--- src/rtl/keypad_scanner.sv ---
// 4x4 matrix keypad scanner: column scan, row synchronizer and debounce, and the
// button/bstate/readInput/keyPulse key-event interface for the lock.
module keypad_scanner #(
  parameter int SCAN_DIV        = 1000,
  parameter int DEBOUNCE_CYCLES = 50000
) (
  input  logic       hwclk,
  input  logic       rst,
  input  logic [3:0] row_n,
  output logic [3:0] col_n,
  output logic [3:0] button,
  output logic       bstate,
  output logic       readInput,
  output logic       keyPulse
);

  localparam int MAXC = (SCAN_DIV > DEBOUNCE_CYCLES) ? SCAN_DIV : DEBOUNCE_CYCLES;
  localparam int CW   = $clog2(MAXC);
  localparam logic [CW-1:0] DIV_LAST = CW'(SCAN_DIV - 1);
  // A good sample taken with the counter here brings it to DEBOUNCE_CYCLES-1.
  localparam logic [CW-1:0] DEB_LAST = CW'(DEBOUNCE_CYCLES - 2);
  localparam logic [CW-1:0] CNT_MAX  = CW'(MAXC - 1);

  typedef enum logic [2:0] {SCAN, DEB_PRESS, HELD, DEB_RELEASE, REL_HOLD} state_e;

  state_e        state_q, state_d;
  logic [CW-1:0] div_q, div_d;
  logic [CW-1:0] deb_q, deb_d;
  logic [1:0]    col_q, col_d;
  logic [1:0]    row_q, row_d;
  logic [3:0]    rs1_q, rs_q;
  logic [3:0]    button_q, button_d;
  logic          bstate_q, bstate_d;
  logic          rd_q, rd_d;
  logic          kp_q, kp_d;

  logic [3:0]    low;
  logic          one_low;
  logic [1:0]    low_idx;
  logic          press_ok;
  logic          row_high;
  logic [CW-1:0] deb_inc;

  function automatic logic [3:0] key_code(input logic [1:0] r, input logic [1:0] c);
    case ({r, c})
      4'b00_00: key_code = 4'd1;
      4'b00_01: key_code = 4'd2;
      4'b00_10: key_code = 4'd3;
      4'b00_11: key_code = 4'd10;
      4'b01_00: key_code = 4'd4;
      4'b01_01: key_code = 4'd5;
      4'b01_10: key_code = 4'd6;
      4'b01_11: key_code = 4'd11;
      4'b10_00: key_code = 4'd7;
      4'b10_01: key_code = 4'd8;
      4'b10_10: key_code = 4'd9;
      4'b10_11: key_code = 4'd12;
      4'b11_00: key_code = 4'd14;
      4'b11_01: key_code = 4'd0;
      4'b11_10: key_code = 4'd15;
      default:  key_code = 4'd13;
    endcase
  endfunction

  always_comb begin
    low      = ~rs_q;
    one_low  = (low != 4'd0) && ((low & (low - 4'd1)) == 4'd0);
    low_idx  = 2'd0;
    for (int i = 0; i < 4; i++)
      if (low[i]) low_idx = 2'(i);
    press_ok = (rs_q == ~(4'b0001 << row_q));
    row_high = rs_q[row_q];
    deb_inc  = (deb_q == CNT_MAX) ? deb_q : deb_q + 1'b1;
  end

  // State register, synchronizer and registered outputs.
  always_ff @(posedge hwclk) begin
    if (rst) begin
      state_q  <= SCAN;
      div_q    <= '0;
      deb_q    <= '0;
      col_q    <= 2'd0;
      row_q    <= 2'd0;
      rs1_q    <= 4'hF;
      rs_q     <= 4'hF;
      button_q <= 4'd0;
      bstate_q <= 1'b0;
      rd_q     <= 1'b0;
      kp_q     <= 1'b0;
    end else begin
      state_q  <= state_d;
      div_q    <= div_d;
      deb_q    <= deb_d;
      col_q    <= col_d;
      row_q    <= row_d;
      rs1_q    <= row_n;
      rs_q     <= rs1_q;
      button_q <= button_d;
      bstate_q <= bstate_d;
      rd_q     <= rd_d;
      kp_q     <= kp_d;
    end
  end

  always_comb begin
    state_d = state_q;
    div_d   = div_q;
    deb_d   = deb_q;
    col_d   = col_q;
    row_d   = row_q;
    case (state_q)
      SCAN: begin
        if (div_q == DIV_LAST) begin
          div_d = '0;
          if (one_low) begin
            row_d   = low_idx;
            deb_d   = '0;
            state_d = DEB_PRESS;
          end else begin
            col_d = col_q + 2'd1;
          end
        end else if (div_q != CNT_MAX) begin
          div_d = div_q + 1'b1;
        end
      end
      DEB_PRESS: begin
        if (press_ok) begin
          deb_d = deb_inc;
          if (deb_q == DEB_LAST) state_d = HELD;
        end else begin
          state_d = SCAN;
          col_d   = col_q + 2'd1;
          div_d   = '0;
        end
      end
      HELD: begin
        if (row_high) begin
          deb_d   = '0;
          state_d = DEB_RELEASE;
        end
      end
      DEB_RELEASE: begin
        if (!row_high) begin
          state_d = HELD;
        end else begin
          deb_d = deb_inc;
          if (deb_q == DEB_LAST) state_d = REL_HOLD;
        end
      end
      REL_HOLD: begin
        state_d = SCAN;
        col_d   = col_q + 2'd1;
        div_d   = '0;
      end
      default: state_d = SCAN;
    endcase
  end

  always_comb begin
    button_d = button_q;
    bstate_d = bstate_q;
    rd_d     = rd_q;
    kp_d     = 1'b0;
    case (state_q)
      DEB_PRESS: begin
        if (press_ok && deb_q == DEB_LAST) begin
          button_d = key_code(row_q, col_q);
          bstate_d = 1'b1;
          rd_d     = 1'b1;
          kp_d     = 1'b1;
        end
      end
      DEB_RELEASE: begin
        if (row_high && deb_q == DEB_LAST) bstate_d = 1'b0;
      end
      REL_HOLD: rd_d = 1'b0;
      default: ;
    endcase
  end

  assign col_n     = ~(4'b0001 << col_q);
  assign button    = button_q;
  assign bstate    = bstate_q;
  assign readInput = rd_q;
  assign keyPulse  = kp_q;

endmodule
--- config.mk ---
export PLATFORM = sky130hd
export DESIGN_NAME = keypad_scanner
export DESIGN_NICKNAME = d
export VERILOG_FILES = /design/src/rtl/keypad_scanner.sv
export SDC_FILE = /design/constraint.sdc
export NUM_CORES = 1
export LEC_CHECK = 0
export CORE_UTILIZATION = 50
export CTS_BUF_LIST = sky130_fd_sc_hd__clkbuf_8
export DETAILED_ROUTE_END_ITERATION = 6
export HOLD_SLACK_MARGIN = 0.06
export PLACE_DENSITY = 0.69
export SYNTH_ARGS = -nofsm -noshare
export SYNTH_HDL_FRONTEND = slang
export SYNTH_SLANG_ARGS = --single-unit
--- constraint.sdc ---
create_clock -name hwclk -period 2.7 [get_ports hwclk]
set_input_delay 0.54 -clock hwclk [delete_from_list [all_inputs] [get_ports hwclk]]
set_output_delay 0.54 -clock hwclk [all_outputs]
set_load 0.02 [all_outputs]
* Yosys cells after proc, flatten, opt, wreduce, memory -nomap -nowiden
Memory sizes are Yosys's and may differ from the RTL's. A register that Yosys moved wholly into a read port is not among the register bits.
Cells that the tools add are included.
W data, S select, Z words.
** Storage, ports and cells
- Register bits :: 50
- Memory bits (read-only) :: 64
- Word-level logic and storage cells :: 96
- Memories kept :: 1
** Cells by class
- Add/sub/neg operators :: 4
- $lt $le $gt $ge :: 1
- Equality and inequality tests :: 21
- Shifts and indexed selects :: 2
- Mux-type cells :: 33
- Bitwise gates (word level) :: 5
- Reductions and logical operators :: 19
** Memory list
- (no name shown) :: words 16, width 4, read ports 1, clocked after memory_dff 1, write ports 0, line 45 : case ({r, c})
** Operator list (count)
- $mux W16 :: 9
- $pmux W16 S4 :: 1
- $pmux W16 S3 :: 1
- $add A16 B1 Y16 const B :: 2
- $eq A16 B16 Y1 const B :: 2
- $mux W3 :: 7
- $ne A2 B2 Y1 const B :: 9
- $eq A16 B10 Y1 const B :: 1
- $ne A16 B16 Y1 const B :: 1
- $not A4 Y4 :: 3
- $pmux W3 S4 :: 1
- $mux W2 :: 5
- $ne A3 B3 Y1 const B :: 3
- $reduce_and A3 Y1 :: 3
- $reduce_bool A4 Y1 :: 2
- $shl A1 B2 Y4 const A :: 2
- $eq A3 B2 Y1 const B :: 2
- $pmux W2 S3 :: 1
- $reduce_and A6 Y1 :: 1
- $mux W1 :: 5
- $reduce_and A5 Y1 :: 1
- $and A4 B4 Y4 :: 1
- $eq A4 B4 Y1 :: 1
- $logic_not A4 Y1 :: 1
- 15 further kinds :: 20

* Longest topological paths before layout
Gate-level depths: netlist of run 1.
- Word-level depth :: 8
- Gate-level depth with buffers :: 8

* Worst setup path before layout of run 1
Ideal clock, no wire load.
- Kind :: register to register
- Start point :: register div_q[10]
- End point :: register col_q[0]
- Setup time :: 121 ps
- Data arrival time :: 1914 ps
- Data required time :: 2579 ps
- Path slack :: 665 ps
- Stages on the path, launching flop included :: 7
- Period minus slack after synthesis :: 2035 ps
- Cells stage by stage :: dfxtp_1 -> or4_4 -> nor4_2 -> a31oi_1 -> a2bb2oi_1 -> nor2_2 -> mux2_2
** Between the ends
- Cells in the longest elaborated chain, start to end :: 3
** RTL lines
- start, declared :: line 27 : logic [CW-1:0] div_q, div_d;
- start signal, assigned :: line 92 : div_q <= div_d;
- $eq A16 B10 Y1 :: line 113 : if (div_q == DIV_LAST) begin
- $ne A2 B2 Y1 (no line)
- $reduce_and A4 Y1 (no line)
- end signal, assigned :: line 94 : col_q <= col_d;
- end, declared :: line 29 : logic [1:0] col_q, col_d;
Every way passes these cells.
A chain may end at the register's enable or synchronous reset.

* Worst setup path after layout of run 1
- Start point :: register col_q[0]
- End point :: output col_n[0]
** Between the ends
- Cells in the longest elaborated chain, start to end :: 2
** RTL lines
- $shl A1 B2 Y4 :: line 181 : assign col_n = ~(4'b0001 << col_q);
- $not A4 Y4 :: line 181
- end, declared :: line 10 : output logic [3:0] col_n,
Every way passes these cells.

==> run summary, run 1 <==
Top Ports: 17
H-tree depth: 2
Design area: 3342 um2
Yosys cell types: 60
Area of placed instances: 3232 um2
Crit end category: primary output
Inserted Diodes: 0
IO Port Bufs: 16
Area growth syn-to-layout: 11.11%
Worst path required time: 2.16 ns
RSZ-0062 raised after global routing: no
Mapped cell area: 3008 um2
Top post-synthesis cells by area: dfxtp_1, xnor2_1, nor2_1
Final Hold Fails: 0
Metal2 WL: 2.568 mm
Rows: 27
Post-synth top area share: 35.94%
Clock Tree Root: clkbuf_8
Min-delay worst type: reg2reg
Synth Instances: 356
CTS resizes: 0
Vias per Instance: 5.707
Layout Nets: 386
Initial DRT Pass Iterations: 4
Final Wtd Congestion: 0.7866
Relative slew margins: 56.72%
Post-synth EDFFs: 0
Initial Utilization: 53.32%
Synth Net Count: 371
Initial antenna violation count: 0
Largest net degree at the start of global routing: 32
Worst Setup Path Type: reg2out
WP data arrival: 1.79 ns
Total Routing Usage GR: 19.84%
Largest family of logic cells by synthesized area: simple AND/OR/NAND/NOR gates
Flops & latches, synth: 54
Status: finished, final reports clean
TritonCTS Buffers: 5
CTS hold repair buffers: 0
Largest area contributor in the synthesized netlist: dfxtp_1
Die Y: 79.56 um
Fmax achieved: 429.7 MHz
Multi-input gate area: 1754 um2
Worst reg-to-reg setup slack: 0.47 ns
Ys flop type: dfxtp_1
Layout Utilization: 59.24%
DR top layer: met4
Syn avg cell area: 8.449 um2
First-pass GRT wire length: 10.01 mm
Met3 Routed Length: 222 um
Leakage power: 1.158 nW
Grt ovf: 0
Final setup TNS: 0 ns
Share of post-route cells with drive strength above 1: 9.677%
Met1 wire length: 2.985 mm
Min Tclk post-route: 2.327 ns
Detail Placement HPWL: 4.230 mm
Final Cycle Share: 86.20%
Slew Viols, Final: 0
Number of global-route vias before repair: 2143
Fin Clk Skew: 0.01289 ns
Post-CTS setup buffers: 0
Via count: 2534
ANT nets after route: 0
Synth Area in Adders: 3.744%
# DRC: 0
CP startpoint kind: register
Post-Synth Simple-Gate Area: 30.24%
Detailed Route Iter0 Violations: 146
Clock latency at the later pin of the worst-skew pair: 0.31 ns
Clock Tree Buf Depth: 2
Die area: 6330 um2
Mux contribution to synthesized area: 3.453%
Clock Pin Slew Worst Setup and Hold Paths: 0.09 ns
Number of filler cells placed in the layout: 503
Die width: 79.56 um
Endpoints failing setup: 0
DR WL/cell: 13.16 um
Peak fanout along the critical path: 7
Routed wire length: 5.842 mm
XOR/XNOR share of the synthesized area: 4.659%
Hold Slack: 0.4126 ns
FFs w/ async S/R, synth: 0%
Syn. warnings: 0
Max-cap violations: 0
Core area: 5642 um2
Max VDD drop: 311.9 uV
CTS tree: built
Most numerous cell in the Yosys netlist: dfxtp_1
Register area: 1081 um2
Worst-Margin Slew: 0.6492 ns
Clock Sink Count: 54
Power Dens Cells: 420.4 nW/um2
Sequential share of the synthesized area: 35.94%
Post-synth top cells: dfxtp_1, nor2_1, inv_1, nand3_1, nand2_1
Compound-Gate Fraction of Synth Area: 16.22%
==> logic make-up after synthesis <==
| kind of cell | after synthesis |
|---|---|
| AOI/OAI and AO/OA | 63 |
| xor gates and xnor gates | 16 |
| adders and majority gates | 9 |
| buffers and inverters | 41 |
| DFF | 54 |
| muxes | 9 |
| and+or+nand+nor | 164 |
==> layout make-up <==
| type | count | share of cell area, % |
|---|---|---|
| flip-flops and latches | 54 | 32.35 |
| multi-input cells | 261 | 52.49 |
| inverters | 27 | 3.033 |
| clock buffers | 5 | 2.059 |
| well taps | 72 | 2.696 |
| repair buffers | 22 | 6.140 |
| clock inverters | 3 | 1.235 |
==> layout by cell type (no fill, tap or decap), drive strengths merged, types with 3 or more instances in the layout <==
cell type	synthesis	routed
inv	27	28
or3	7	7
clkbuf	7	5
and3	6	6
a211oi	4	4
nor2b	3	3
a21o	3	3
a21oi	12	12
dfxtp	54	54
mux2i	7	7
nand3b	5	5
o21ai	13	13
ha	9	9
nor4	14	14
nand2	19	19
o31a	5	5
buf	7	6
or2	9	9
nand3	25	25
clkdlybuf4s50	0	16
nand2b	6	6
nor2	35	35
nand4	10	10
o211ai	5	5
o31ai	6	6
o221ai	3	3
xnor2	15	15
nor3	13	13
==> routing by layer <==
layer | global-route usage, % | vias to the layer above
li1 | - | 1309
met1 | 28.82 | 1170
met2 | 29.23 | 49
met3 | 3.771 | 6
met4 | 6.182 | 0
met5 | 0 | -
==> stage by stage <==
step / std cells / setup WS (ns) / total power (W)
after global routing: 444 / 0.2494 / 0.001463
after CTS: 444 / 0.3459 / 0.001420
after floorplan: 356 / 0.6651 / 0.0008696
after global placement: 436 / 0.5262 / 0.0008840
after detailed placement: 436 / 0.4885 / 0.0008848
final: 444 / 0.3727 / 0.001405
==> registers in the layout (all words and copies together) (netlist names) <==
signal     flops
row_q          2
col_q          2
div_q         16
rs_q           4
state_q        3
deb_q         16
keyPulse       1
rs1_q          4
button         4
bstate         1
readInput      1
==> critical path: stages, from the launching register on <==
cell	delay, ns
dfxtp_1	0.45
inv_1	0.15
ha_1	0.24
inv_1	0.05
clkdlybuf4s50_1	0.59
==> power by group <==
| part | switching, W | internal, W |
|---|---|---|
| combinational | 0.0000273 | 0.0000249 |
| sequential | 0.00000829 | 0.000805 |
| clock | 0.000266 | 0.000273 |
==> final timing paths <==
kind,start,end,cells past startpoint
max,col_q[0]$_SDFFE_PP0P_,col_n[0],4
min,rs1_q[3]$_SDFF_PP1_,rs_q[3]$_SDFF_PP1_,1
max reg2reg,div_q[0]$_SDFFE_PP0P_,deb_q[11]$_SDFFE_PP0P_,7
min reg2reg,rs1_q[3]$_SDFF_PP1_,rs_q[3]$_SDFF_PP1_,1
No activity file was read; power rests on OpenSTA's default activity.
==> run 2, diff against run 1 <==
Settings changed: ABC_CLOCK_PERIOD_IN_PS set to 2700.
==> results of run 2 <==
Same layout as run 1: the final DEF is identical, and so are final timing and power.
